$ cat config.mk
export PLATFORM = sky130hd
export DESIGN_NAME = grid_piece_mover
export DESIGN_NICKNAME = d
export VERILOG_FILES = /design/src/rtl/tetris_pkg.sv /design/src/rtl/grid_cell_addr.sv /design/src/rtl/grid_piece_mover.sv
export SDC_FILE = /design/constraint.sdc
export NUM_CORES = 1
export LEC_CHECK = 0
export ABC_AREA = 1
export CAP_MARGIN = 20
export CELL_PAD_IN_SITES_DETAIL_PLACEMENT = 1
export CELL_PAD_IN_SITES_GLOBAL_PLACEMENT = 1
export CORE_AREA = 2 2 137 126
export DETAILED_ROUTE_END_ITERATION = 12
export DIE_AREA = 0 0 139 128
export PLACE_DENSITY_LB_ADDON = 0.1
export SLEW_MARGIN = 10
export SYNTH_ARGS = -nofsm -noshare
export SYNTH_HDL_FRONTEND = slang
export SYNTH_SLANG_ARGS = --single-unit
$ cat constraint.sdc
create_clock -name clk -period 14.5 [get_ports clk]
set_clock_uncertainty 0.15 [all_clocks]
set_input_delay 2.175 -clock clk [delete_from_list [all_inputs] [get_ports clk]]
set_output_delay 2.175 -clock clk [all_outputs]
set_load 0.02 [all_outputs]
$ cat src/rtl/tetris_pkg.sv
// Shared codes for the Tetris grid engines: block colours, move directions,
// move results and the piece-mover state encoding.
package tetris_pkg;

  localparam logic [3:0] BLOCK_AIR = 4'd0;
  localparam logic [3:0] BLOCK_I   = 4'd1;
  localparam logic [3:0] BLOCK_O   = 4'd2;
  localparam logic [3:0] BLOCK_T   = 4'd3;
  localparam logic [3:0] BLOCK_S   = 4'd4;
  localparam logic [3:0] BLOCK_Z   = 4'd5;
  localparam logic [3:0] BLOCK_J   = 4'd6;
  localparam logic [3:0] BLOCK_L   = 4'd7;

  localparam logic [1:0] DIR_DOWN  = 2'b00;
  localparam logic [1:0] DIR_LEFT  = 2'b01;
  localparam logic [1:0] DIR_RIGHT = 2'b10;
  localparam logic [1:0] DIR_DROP  = 2'b11;

  localparam logic [1:0] RES_MOVED   = 2'b00;
  localparam logic [1:0] RES_BLOCKED = 2'b01;
  localparam logic [1:0] RES_LANDED  = 2'b10;

  typedef enum logic [2:0] {
    ST_IDLE  = 3'd0,
    ST_CHK_A = 3'd1,
    ST_CHK_D = 3'd2,
    ST_COL_A = 3'd3,
    ST_COL_D = 3'd4,
    ST_ERASE = 3'd5,
    ST_WRITE = 3'd6,
    ST_DONE  = 3'd7
  } mover_state_e;

  // Down and hard drop both move vertically; a blocked vertical move means the piece landed.
  function automatic logic dir_is_vertical(input logic [1:0] dir);
    return (dir == DIR_DOWN) || (dir == DIR_DROP);
  endfunction

endpackage

$ cat src/rtl/grid_cell_addr.sv
// Grid (row, col) to linear RAM address: row*GRID_COLS + col.
module grid_cell_addr #(
  parameter int unsigned GRID_COLS = 12,
  parameter int unsigned ROW_W     = 5,
  parameter int unsigned COL_W     = 4,
  parameter int unsigned ADDR_W    = 8
) (
  input  logic [ROW_W-1:0]  i_row,
  input  logic [COL_W-1:0]  i_col,
  output logic [ADDR_W-1:0] o_addr
);

  assign o_addr = ADDR_W'(i_row) * ADDR_W'(GRID_COLS) + ADDR_W'(i_col);

endmodule

$ cat src/rtl/grid_piece_mover.sv
// Move engine for the active piece: collision-checks a move against grid RAM,
// then erases the old cells and writes the new ones, reporting a result code.
module grid_piece_mover
  import tetris_pkg::*;
#(
  parameter int unsigned GRID_COLS = 12,
  parameter int unsigned GRID_ROWS = 20,
  parameter int unsigned CELLS     = 4,
  parameter int unsigned ROW_W     = 5,
  parameter int unsigned COL_W     = 4,
  parameter int unsigned ADDR_W    = 8,
  parameter int unsigned CELL_W    = 8
) (
  input  logic                   clk,
  input  logic                   reset_n,
  input  logic                   load_valid,
  output logic                   load_ready,
  input  logic [CELLS*ROW_W-1:0] load_row,
  input  logic [CELLS*COL_W-1:0] load_col,
  input  logic                   cmd_valid,
  output logic                   cmd_ready,
  input  logic [1:0]             cmd_dir,
  output logic                   done,
  output logic [1:0]             result,
  output logic [ADDR_W-1:0]      mem_addr,
  output logic [CELL_W-1:0]      mem_wdata,
  output logic                   mem_we,
  input  logic [CELL_W-1:0]      mem_rdata,
  output logic [CELLS*ROW_W-1:0] piece_row,
  output logic [CELLS*COL_W-1:0] piece_col
);

  localparam int unsigned IDX_W = (CELLS > 1) ? $clog2(CELLS) : 1;
  localparam logic [IDX_W-1:0] IDX_LAST = IDX_W'(CELLS - 1);

  mover_state_e             r_state, w_state_nxt;
  logic [IDX_W-1:0]         r_idx, w_idx_nxt;
  logic [1:0]               r_dir, w_dir_nxt;
  logic                     r_blocked, w_blocked_nxt;
  logic [CELL_W-1:0]        r_colour, w_colour_nxt;
  logic [CELLS*ROW_W-1:0]   r_row, w_row_nxt;
  logic [CELLS*COL_W-1:0]   r_col, w_col_nxt;
  logic                     r_done;
  logic [1:0]               r_result, w_result_nxt;
  logic [ADDR_W-1:0]        r_mem_addr, w_mem_addr_nxt;
  logic [CELL_W-1:0]        r_mem_wdata, w_mem_wdata_nxt;
  logic                     r_mem_we, w_mem_we_nxt;

  logic [ROW_W-1:0]         w_cur_row, w_src_row, w_tgt_row, w_addr_row;
  logic [COL_W-1:0]         w_cur_col, w_src_col, w_tgt_col, w_addr_col;
  logic                     w_cur_ok, w_self_hit, w_hit, w_blk_now, w_tgt_ok;
  logic [ADDR_W-1:0]        w_addr;

  function automatic logic [ROW_W-1:0] tgt_row(input logic [ROW_W-1:0] row, input logic [1:0] dir);
    return dir_is_vertical(dir) ? row + ROW_W'(1) : row;
  endfunction

  function automatic logic [COL_W-1:0] tgt_col(input logic [COL_W-1:0] col, input logic [1:0] dir);
    logic [COL_W-1:0] c;
    c = col;
    if (dir == DIR_LEFT)  c = col - COL_W'(1);
    if (dir == DIR_RIGHT) c = col + COL_W'(1);
    return c;
  endfunction

  // Wall columns and the row below the floor are never legal targets.
  function automatic logic cell_ok(input logic [ROW_W-1:0] row, input logic [COL_W-1:0] col);
    return (col != '0) && (col != COL_W'(GRID_COLS - 1)) && (row < ROW_W'(GRID_ROWS));
  endfunction

  // Next-state and datapath update.
  always_comb begin
    w_state_nxt   = r_state;
    w_idx_nxt     = r_idx;
    w_dir_nxt     = r_dir;
    w_blocked_nxt = r_blocked;
    w_colour_nxt  = r_colour;
    w_row_nxt     = r_row;
    w_col_nxt     = r_col;
    w_result_nxt  = r_result;

    w_cur_row  = tgt_row(r_row[r_idx*ROW_W +: ROW_W], r_dir);
    w_cur_col  = tgt_col(r_col[r_idx*COL_W +: COL_W], r_dir);
    w_cur_ok   = cell_ok(w_cur_row, w_cur_col);
    w_self_hit = 1'b0;
    for (int j = 0; j < CELLS; j++) begin
      if (r_row[j*ROW_W +: ROW_W] == w_cur_row && r_col[j*COL_W +: COL_W] == w_cur_col)
        w_self_hit = 1'b1;
    end
    w_hit     = !w_cur_ok || ((mem_rdata[3:0] != BLOCK_AIR) && !w_self_hit);
    w_blk_now = r_blocked || w_hit;

    unique case (r_state)
      ST_IDLE: begin
        if (load_valid) begin
          w_row_nxt = load_row;
          w_col_nxt = load_col;
        end else if (cmd_valid) begin
          w_dir_nxt     = cmd_dir;
          w_idx_nxt     = '0;
          w_blocked_nxt = 1'b0;
          w_state_nxt   = ST_CHK_A;
        end
      end
      ST_CHK_A: w_state_nxt = ST_CHK_D;
      ST_CHK_D: begin
        w_blocked_nxt = w_blk_now;
        if (r_idx != IDX_LAST) begin
          w_idx_nxt   = r_idx + IDX_W'(1);
          w_state_nxt = ST_CHK_A;
        end else if (w_blk_now) begin
          w_result_nxt = dir_is_vertical(r_dir) ? RES_LANDED : RES_BLOCKED;
          w_state_nxt  = ST_DONE;
        end else begin
          w_idx_nxt   = '0;
          w_state_nxt = ST_COL_A;
        end
      end
      ST_COL_A: w_state_nxt = ST_COL_D;
      ST_COL_D: begin
        w_colour_nxt = mem_rdata;
        w_idx_nxt    = '0;
        w_state_nxt  = ST_ERASE;
      end
      ST_ERASE: begin
        w_idx_nxt = (r_idx == IDX_LAST) ? '0 : r_idx + IDX_W'(1);
        if (r_idx == IDX_LAST) w_state_nxt = ST_WRITE;
      end
      ST_WRITE: begin
        if (r_idx != IDX_LAST) begin
          w_idx_nxt = r_idx + IDX_W'(1);
        end else begin
          for (int j = 0; j < CELLS; j++) begin
            w_row_nxt[j*ROW_W +: ROW_W] = tgt_row(r_row[j*ROW_W +: ROW_W], r_dir);
            w_col_nxt[j*COL_W +: COL_W] = tgt_col(r_col[j*COL_W +: COL_W], r_dir);
          end
          w_idx_nxt = '0;
          // Hard drop keeps stepping down until a check pass blocks.
          if (r_dir == DIR_DROP) begin
            w_blocked_nxt = 1'b0;
            w_state_nxt   = ST_CHK_A;
          end else begin
            w_result_nxt = RES_MOVED;
            w_state_nxt  = ST_DONE;
          end
        end
      end
      ST_DONE: w_state_nxt = ST_IDLE;
      default: w_state_nxt = ST_IDLE;
    endcase
  end

  // Cell feeding the shared address calculator, chosen from next-cycle state so mem_addr is registered.
  always_comb begin
    w_src_row = w_row_nxt[w_idx_nxt*ROW_W +: ROW_W];
    w_src_col = w_col_nxt[w_idx_nxt*COL_W +: COL_W];
    w_tgt_row = tgt_row(w_src_row, w_dir_nxt);
    w_tgt_col = tgt_col(w_src_col, w_dir_nxt);
    w_tgt_ok  = cell_ok(w_tgt_row, w_tgt_col);
    if (w_state_nxt == ST_ERASE || w_state_nxt == ST_COL_A) begin
      w_addr_row = w_src_row;
      w_addr_col = w_src_col;
    end else begin
      w_addr_row = w_tgt_row;
      w_addr_col = w_tgt_col;
    end
  end

  grid_cell_addr #(
    .GRID_COLS (GRID_COLS),
    .ROW_W     (ROW_W),
    .COL_W     (COL_W),
    .ADDR_W    (ADDR_W)
  ) u_addr (
    .i_row  (w_addr_row),
    .i_col  (w_addr_col),
    .o_addr (w_addr)
  );

  // RAM port drive; illegal targets leave the address untouched so walls and the floor are never read.
  always_comb begin
    w_mem_addr_nxt  = r_mem_addr;
    w_mem_we_nxt    = 1'b0;
    w_mem_wdata_nxt = '0;
    unique case (w_state_nxt)
      ST_CHK_A: if (w_tgt_ok) w_mem_addr_nxt = w_addr;
      ST_COL_A: w_mem_addr_nxt = w_addr;
      ST_ERASE: begin
        w_mem_addr_nxt = w_addr;
        w_mem_we_nxt   = 1'b1;
      end
      ST_WRITE: begin
        w_mem_addr_nxt  = w_addr;
        w_mem_we_nxt    = 1'b1;
        w_mem_wdata_nxt = w_colour_nxt;
      end
      default: ;
    endcase
  end

  always_ff @(posedge clk or negedge reset_n) begin
    if (!reset_n) begin
      r_state     <= ST_IDLE;
      r_idx       <= '0;
      r_dir       <= DIR_DOWN;
      r_blocked   <= 1'b0;
      r_colour    <= '0;
      r_row       <= '0;
      r_col       <= '0;
      r_done      <= 1'b0;
      r_result    <= RES_MOVED;
      r_mem_addr  <= '0;
      r_mem_wdata <= '0;
      r_mem_we    <= 1'b0;
    end else begin
      r_state     <= w_state_nxt;
      r_idx       <= w_idx_nxt;
      r_dir       <= w_dir_nxt;
      r_blocked   <= w_blocked_nxt;
      r_colour    <= w_colour_nxt;
      r_row       <= w_row_nxt;
      r_col       <= w_col_nxt;
      r_done      <= (w_state_nxt == ST_DONE);
      r_result    <= w_result_nxt;
      r_mem_addr  <= w_mem_addr_nxt;
      r_mem_wdata <= w_mem_wdata_nxt;
      r_mem_we    <= w_mem_we_nxt;
    end
  end

  // Load wins over a same-cycle command, so cmd_ready drops while load_valid is high.
  assign load_ready = (r_state == ST_IDLE);
  assign cmd_ready  = (r_state == ST_IDLE) && !load_valid;
  assign done       = r_done;
  assign result     = r_result;
  assign mem_addr   = r_mem_addr;
  assign mem_wdata  = r_mem_wdata;
  assign mem_we     = r_mem_we;
  assign piece_row  = r_row;
  assign piece_col  = r_col;

endmodule
# Word level (Yosys, flattened, before mapping)
# Cells that the tools add are included.
totals:
  register_bits: 72
  output_inout_bits: 58
op_classes:
  eq_ne: 38
  add_sub_neg: 20
  n_reduce_logical: 32
  shift: 4
  multipliers: 3
  n_lt_le_gt_ge: 2
  muxes: 64
op_table:
  columns: ["operator", "n"]
  rows:
  - ["4-bit two-way mux", 13]
  - ["20-bit two-way mux", 2]
  - ["20-bit case mux with 2 select lines", 1]
  - ["20-bit by 6-bit variable part select with 5-bit output", 2]
  - ["5-bit two-way mux", 7]
  - ["16-bit two-way mux", 2]
  - ["16-bit case mux with 2 select lines", 1]
  - ["16-bit by 5-bit variable part select with 4-bit output", 2]
  - ["5-bit by 1-bit adder with 5-bit output, second input constant", 6]
  - ["2-bit two-way mux", 14]
  - ["4-bit by 1-bit adder with 4-bit output, second input constant", 6]
  - ["8-bit two-way mux", 3]
  - ["3-bit case mux with 8 select lines", 1]
  - ["4-bit by 1-bit subtractor with 4-bit output, second input constant", 6]
  - ["3-bit equality test, second input constant", 7]
  - ["3-bit two-way mux", 7]
  - ["5-bit equality test", 4]
  - ["4-bit equality test", 4]
  - ["2-bit inequality test, second input constant", 8]
  - ["8-bit case mux with 2 select lines", 1]
  - ["4-bit nonzero test", 3]
  - ["2-bit equality test, second input constant", 5]
  - ["1-bit logical AND", 10]
  - ["5-bit less-than comparator, second input constant", 2]
  - ["other kinds (23)", 46]

# Longest topological paths before layout
depth:
  word_depth: 26
  ltp_mapped: 49

# Hierarchy
# Synthesis repeated with hierarchy kept, for this count alone.
hier_totals:
  cells_unflattened: 969
  area_unflattened_um2: 6501.2
modules_own_cells:
  columns: ["mod", "cells_each", "area_each_um2", "n_inst", "seq_area_each_um2"]
  rows:
  - ["grid_piece_mover", 919, 6169.7, 1, 1801.7]
  - ["grid_cell_addr", 50, 331.6, 1, 0.0]

# Worst setup path before layout
# OpenSTA, ideal clock, no wires.
synth_path:
  path_kind: "input to register"
  start: "input mem_rdata[0]"
  end: "register r_mem_addr[7], in the netlist mem_addr[7]"
  path_slack_ps: 8279
  setup_ps: 118
  arrival_ps: 5953
  n_path_buf: 1
  cell_stages: 27
  cell_sequence: "or4_1 > nand2_1 > o21bai_2 > nand3_4 > nand2_1 > o21ai_1 > buf_4 > nand3_1 > nand2_1 > inv_1 > ha_1 > nand2_1 > inv_1 > xor2_2 > or2_2 > o21ai_0 > inv_1 > fa_1 > or2_2 > nor2_1 > nand2_1 > xnor2_1 > nand3_1 > nand2_1 > inv_1 > nand2_1 > nand2_1"
synth_via:
  elab_chain_cells: 16
synth_rtl:
  columns: ["element", "line_no", "text"]
  rows:
  - ["start: declaration", "grid_piece_mover.sv:28", "input logic [CELL_W-1:0] mem_rdata,"]
  - ["4-bit nonzero test (*)", "grid_piece_mover.sv:90", "w_hit = !w_cur_ok || ((mem_rdata[3:0] != BLOCK_AIR) && !w_self_hit);"]
  - ["1-bit logical AND (*)", "grid_piece_mover.sv:90", null]
  - ["1-bit logical OR (*)", "grid_piece_mover.sv:90", null]
  - ["1-bit logical OR (*)", "grid_piece_mover.sv:91", "w_blk_now = r_blocked || w_hit;"]
  - ["2-bit two-way mux", "grid_piece_mover.sv:111", "end else if (w_blk_now) begin"]
  - ["2-bit two-way mux", "grid_piece_mover.sv:108", "if (r_idx != IDX_LAST) begin"]
  - ["2-bit case mux with 5 select lines", "grid_piece_mover.sv:93", "unique case (r_state)"]
  - ["2-bit by 3-bit multiplier with 5-bit output or 16-bit by 5-bit variable part select with 4-bit output (tied branches)", "grid_piece_mover.sv:155, grid_piece_mover.sv:156", null]
  - ["20-bit by 6-bit variable part select with 5-bit output or 4-bit by 1-bit subtractor with 4-bit output (tied branches)", "grid_piece_mover.sv:155, grid_piece_mover.sv:61", null]
  - ["5-bit by 1-bit adder with 5-bit output or 4-bit two-way mux (tied branches)", "grid_piece_mover.sv:55, grid_piece_mover.sv:61", null]
  - ["5-bit two-way mux or 4-bit two-way mux (tied branches)", "grid_piece_mover.sv:55, grid_piece_mover.sv:62", null]
  - ["5-bit two-way mux (tied with other cells)", "grid_piece_mover.sv:160", "if (w_state_nxt == ST_ERASE || w_state_nxt == ST_COL_A) begin"]
  - ["5-bit by 2-bit multiplier with 6-bit output or 1-bit logical AND (tied branches)", "grid_cell_addr.sv:13, grid_piece_mover.sv:68", null]
  - ["8-bit by 4-bit adder with 8-bit output or 1-bit logical AND (tied branches)", "grid_cell_addr.sv:13, grid_piece_mover.sv:68", null]
  - ["8-bit two-way mux or 2-bit inequality test (tied branches)", null, null]
  - ["8-bit case mux with 2 select lines or 2-bit AND reduction (tied branches)", null, null]
  - ["end signal: assignment", "grid_piece_mover.sv:225", "r_mem_addr <= w_mem_addr_nxt;"]
  - ["end: declaration", "grid_piece_mover.sv:45", "logic [ADDR_W-1:0] r_mem_addr, w_mem_addr_nxt;"]
# Every way passes the cells marked *; elsewhere a longest branch is shown, timed or not. The select of a mux whose other input is x is not followed.
# A chain may end at the register's enable or synchronous reset.

# Worst setup path in the final report
layout_path:
  start: "input load_valid"
  end: "register r_mem_addr[7], in the netlist mem_addr[7]"
layout_rtl:
  columns: ["element", "line_no", "text"]
  rows:
  - ["start: declaration", "grid_piece_mover.sv:16", "input logic load_valid,"]
  - ["20-bit two-way mux (*)", "grid_piece_mover.sv:95", "if (load_valid) begin"]
  - ["20-bit case mux with 2 select lines (*)", "grid_piece_mover.sv:93", null]
  - ["net w_row_nxt[5]", "grid_piece_mover.sv:41", "logic [CELLS*ROW_W-1:0] r_row, w_row_nxt;"]
  - ["20-bit by 6-bit variable part select with 5-bit output (*)", "grid_piece_mover.sv:155", "w_src_row = w_row_nxt[w_idx_nxt*ROW_W +: ROW_W];"]
  - ["5-bit by 1-bit adder with 5-bit output", "grid_piece_mover.sv:55", "return dir_is_vertical(dir) ? row + ROW_W'(1) : row;"]
  - ["5-bit two-way mux", "grid_piece_mover.sv:55", null]
  - ["5-bit two-way mux", "grid_piece_mover.sv:160", null]
  - ["5-bit by 2-bit multiplier with 6-bit output", "grid_cell_addr.sv:13", "assign o_addr = ADDR_W'(i_row) * ADDR_W'(GRID_COLS) + ADDR_W'(i_col);"]
  - ["8-bit by 4-bit adder with 8-bit output", "grid_cell_addr.sv:13", null]
  - ["8-bit two-way mux", "grid_piece_mover.sv:186", "ST_CHK_A: if (w_tgt_ok) w_mem_addr_nxt = w_addr;"]
  - ["8-bit case mux with 2 select lines", "grid_piece_mover.sv:185", "unique case (w_state_nxt)"]
# Mark *: on every way through the listed nets, which the timed path passes. The rest lies on a longest branch. The select of a mux whose other input is x is not followed.

==> impl_metrics.ini <==
[run_status]
status = completed

[detailed_routing]
first_pass_iters = 4
via_count = 6910
ant_nets = 0
via_per_inst = 5.365
drt_iter0_drc = 398
drcViolationCount = 0
wl_mm = 23.59
wire_per_inst_um = 18.31

[floorplanning]
initial_core_util_pct = 39.24
die_area_um2 = 17790
die_y_um = 128
die_w_um = 139
ios = 108
rows = 45
core_um2 = 16440

[final_layout]
final_common_cell = nand2_1
most-common-layout-cells = nand2_1, inv_1, nand3_1
drive_gt1_share_pct = 7.799
n_fill_cell = 2196
final_util_pct = 48.49
diodes = 0
fin_nets = 1154
area_growth_pct = 23.56

[synth]
synthMuxAreaShare_pct = 0
synthSimpleGateAreaFrac_pct = 38.50
synth_xor_xnor_area_share_pct = 2.153
synth_top_family_by_area = simple AND/OR/NAND/NOR gates
syn-instance-count = 971
synth_area_leaders = dfrtp_1, nand2_1, nand3_1
synth-seq-cells = 72
avgSynthCellArea_um2 = 6.644
async_flop_share_pct = 100.0
yosysWarnings = 0
synth_top_area_share_pct = 27.93
synth_compound_area_share_pct = 14.08
synth_edf_count = 0
syn_area_um2 = 6451
synthAdderAreaFrac_pct = 6.439
synth_top_area_cell = dfrtp_1
synth_fp_nets = 1053
synthDistinctLibCells = 55
ys_seq_area_share_pct = 27.93
ys.flop_type = dfrtp_1

[worst_setup_path]
slowest_delay_ns = 0.53
required_ns = 14.59
crit_type = primary input to register
worstPathArrival_ns = 7.01
critPathMaxFanout = 11
endpoint_kind = register
crit_slowest_cell = clkdlybuf4s50_1
crit_path_start_kind = primary input

[clock_network]
cts_tree = done
post_cts_buffers = 0
clock-sinks = 72
ctsHoldBuffers = 0
clock_latency_ns = 0.35
htree_num_levels = 3
cts-root-buf = clkbuf_16
path_clk_slew_ns = 0.06
cts_resized = 0
cts_buffers = 9
clockBufferDepth = 2

[timing]
min_period_ns = 6.916
final_hold_viol_count = 0
maxSlewViolCount = 0
tightest_slew_ns = 0.9934
grt_setup_unrepaired = no
setup_viol = 0
min_period_over_period_pct = 47.70
slew_headroom_pct = 33.77
fin_setup_tns_ns = 0
fmaxAchievable_mhz = 144.6

[place]
place.gp.congestion = 0.9078
hpwlAfterDp_mm = 17.93
io_buffers = 107

[grt]
antenna_found_initial = 0
grt.overflow.total = 0
grt_max_degree = 73
grt_pass1_vias = 6848
grt.total_usage_pct = 26.89
grt_pass1_wl_mm = 37.53

[flow_run]
maxCapViolCount = 0

[hold_path]
hp-class = register to register
## logic make-up after synthesis
group,Yosys count
AO/OA/AOI/OAI,138
AND/OR/NAND/NOR,544
XOR/XNOR,15
buffers and inverters,170
adder cells (fa/ha/maj),32
flip-flops,72
## routing by layer
metal  GRT usage (%)  wire [um]  vias to the layer above
li1                -          -                     3371
met1           37.70      11150                     3349
met2           43.23      10870                      163
met3           4.034       1179                       27
met4           8.021        385                        0
met5               0          0                        -
## cell type report
type | count | area, um^2 | share of cell area, %
Clock inverter | 3 | 42.54 | 0.5337
Sequential cell | 72 | 1802 | 22.60
Timing Repair Buffer | 114 | 1121 | 14.06
Inverter | 146 | 553.0 | 6.938
Multi-Input combinational cell | 729 | 3949 | 49.54
Tap cell | 211 | 264.0 | 3.312
Clock buffer | 13 | 240.2 | 3.014
## sequential cells by signal, indices dropped and copies added (netlist names)
signal / flops
mem_we: 1
result: 2
piece_row: 20
r_colour: 8
mem_addr: 8
mem_wdata: 8
r_dir: 2
done: 1
r_idx: 2
r_blocked: 1
r_state: 3
piece_col: 16
## cell usage after synthesis, drive strengths merged (5+ instances only)
cell type	number
ha	30
nor3	10
buf	13
a221oi	15
nand3b	6
a21oi	32
clkbuf	11
o21ai	48
nand3	118
a22oi	14
xor2	14
nand4	14
nand2	297
nor2	93
inv	145
dfrtp	72
o21a	5
## worst paths after layout
check | slack (ns) | from | cells after the start | endpoint
min in group asynchronous | 1.84 | reset_n | 1 | mem_wdata[1]
max reg2reg | 7.67 | r_idx[0] | 42 | mem_addr[7]
max | 7.58 | load_valid | 30 | mem_addr[7]
min reg2reg | 0.36 | mem_addr[6] | 2 | mem_addr[6]
max in group asynchronous | 11.71 | reset_n | 1 | piece_col[2]
min | 0.36 | mem_addr[6] | 2 | mem_addr[6]
## worst max-delay path: cells and delay by family
family | cells | cell delay [ns]
and+or+nand+nor | 14 | 1.73
xor gates and xnor gates | 2 | 0.36
adders and majority gates | 2 | 0.73
buffers and inverters | 9 | 1.34
AOI/OAI and AO/OA | 3 | 0.66
## per-stage QoR
stage                     hold WS [ns]  cells  instance area, um^2  setup slack, ns
after floorplan                 0.3546    971                 6451            8.279
after global routing            0.4060   1288                 7971            7.089
after global placement          0.3437   1271                 7681            7.140
after detailed placement        0.3483   1271                 7681            7.071
after CTS                       0.3684   1287                 7964            7.409
final                           0.3612   1288                 7971            7.584
Power is not shown: default switching activity piles up to over one toggle a cycle in this logic, so the estimate is an artifact.
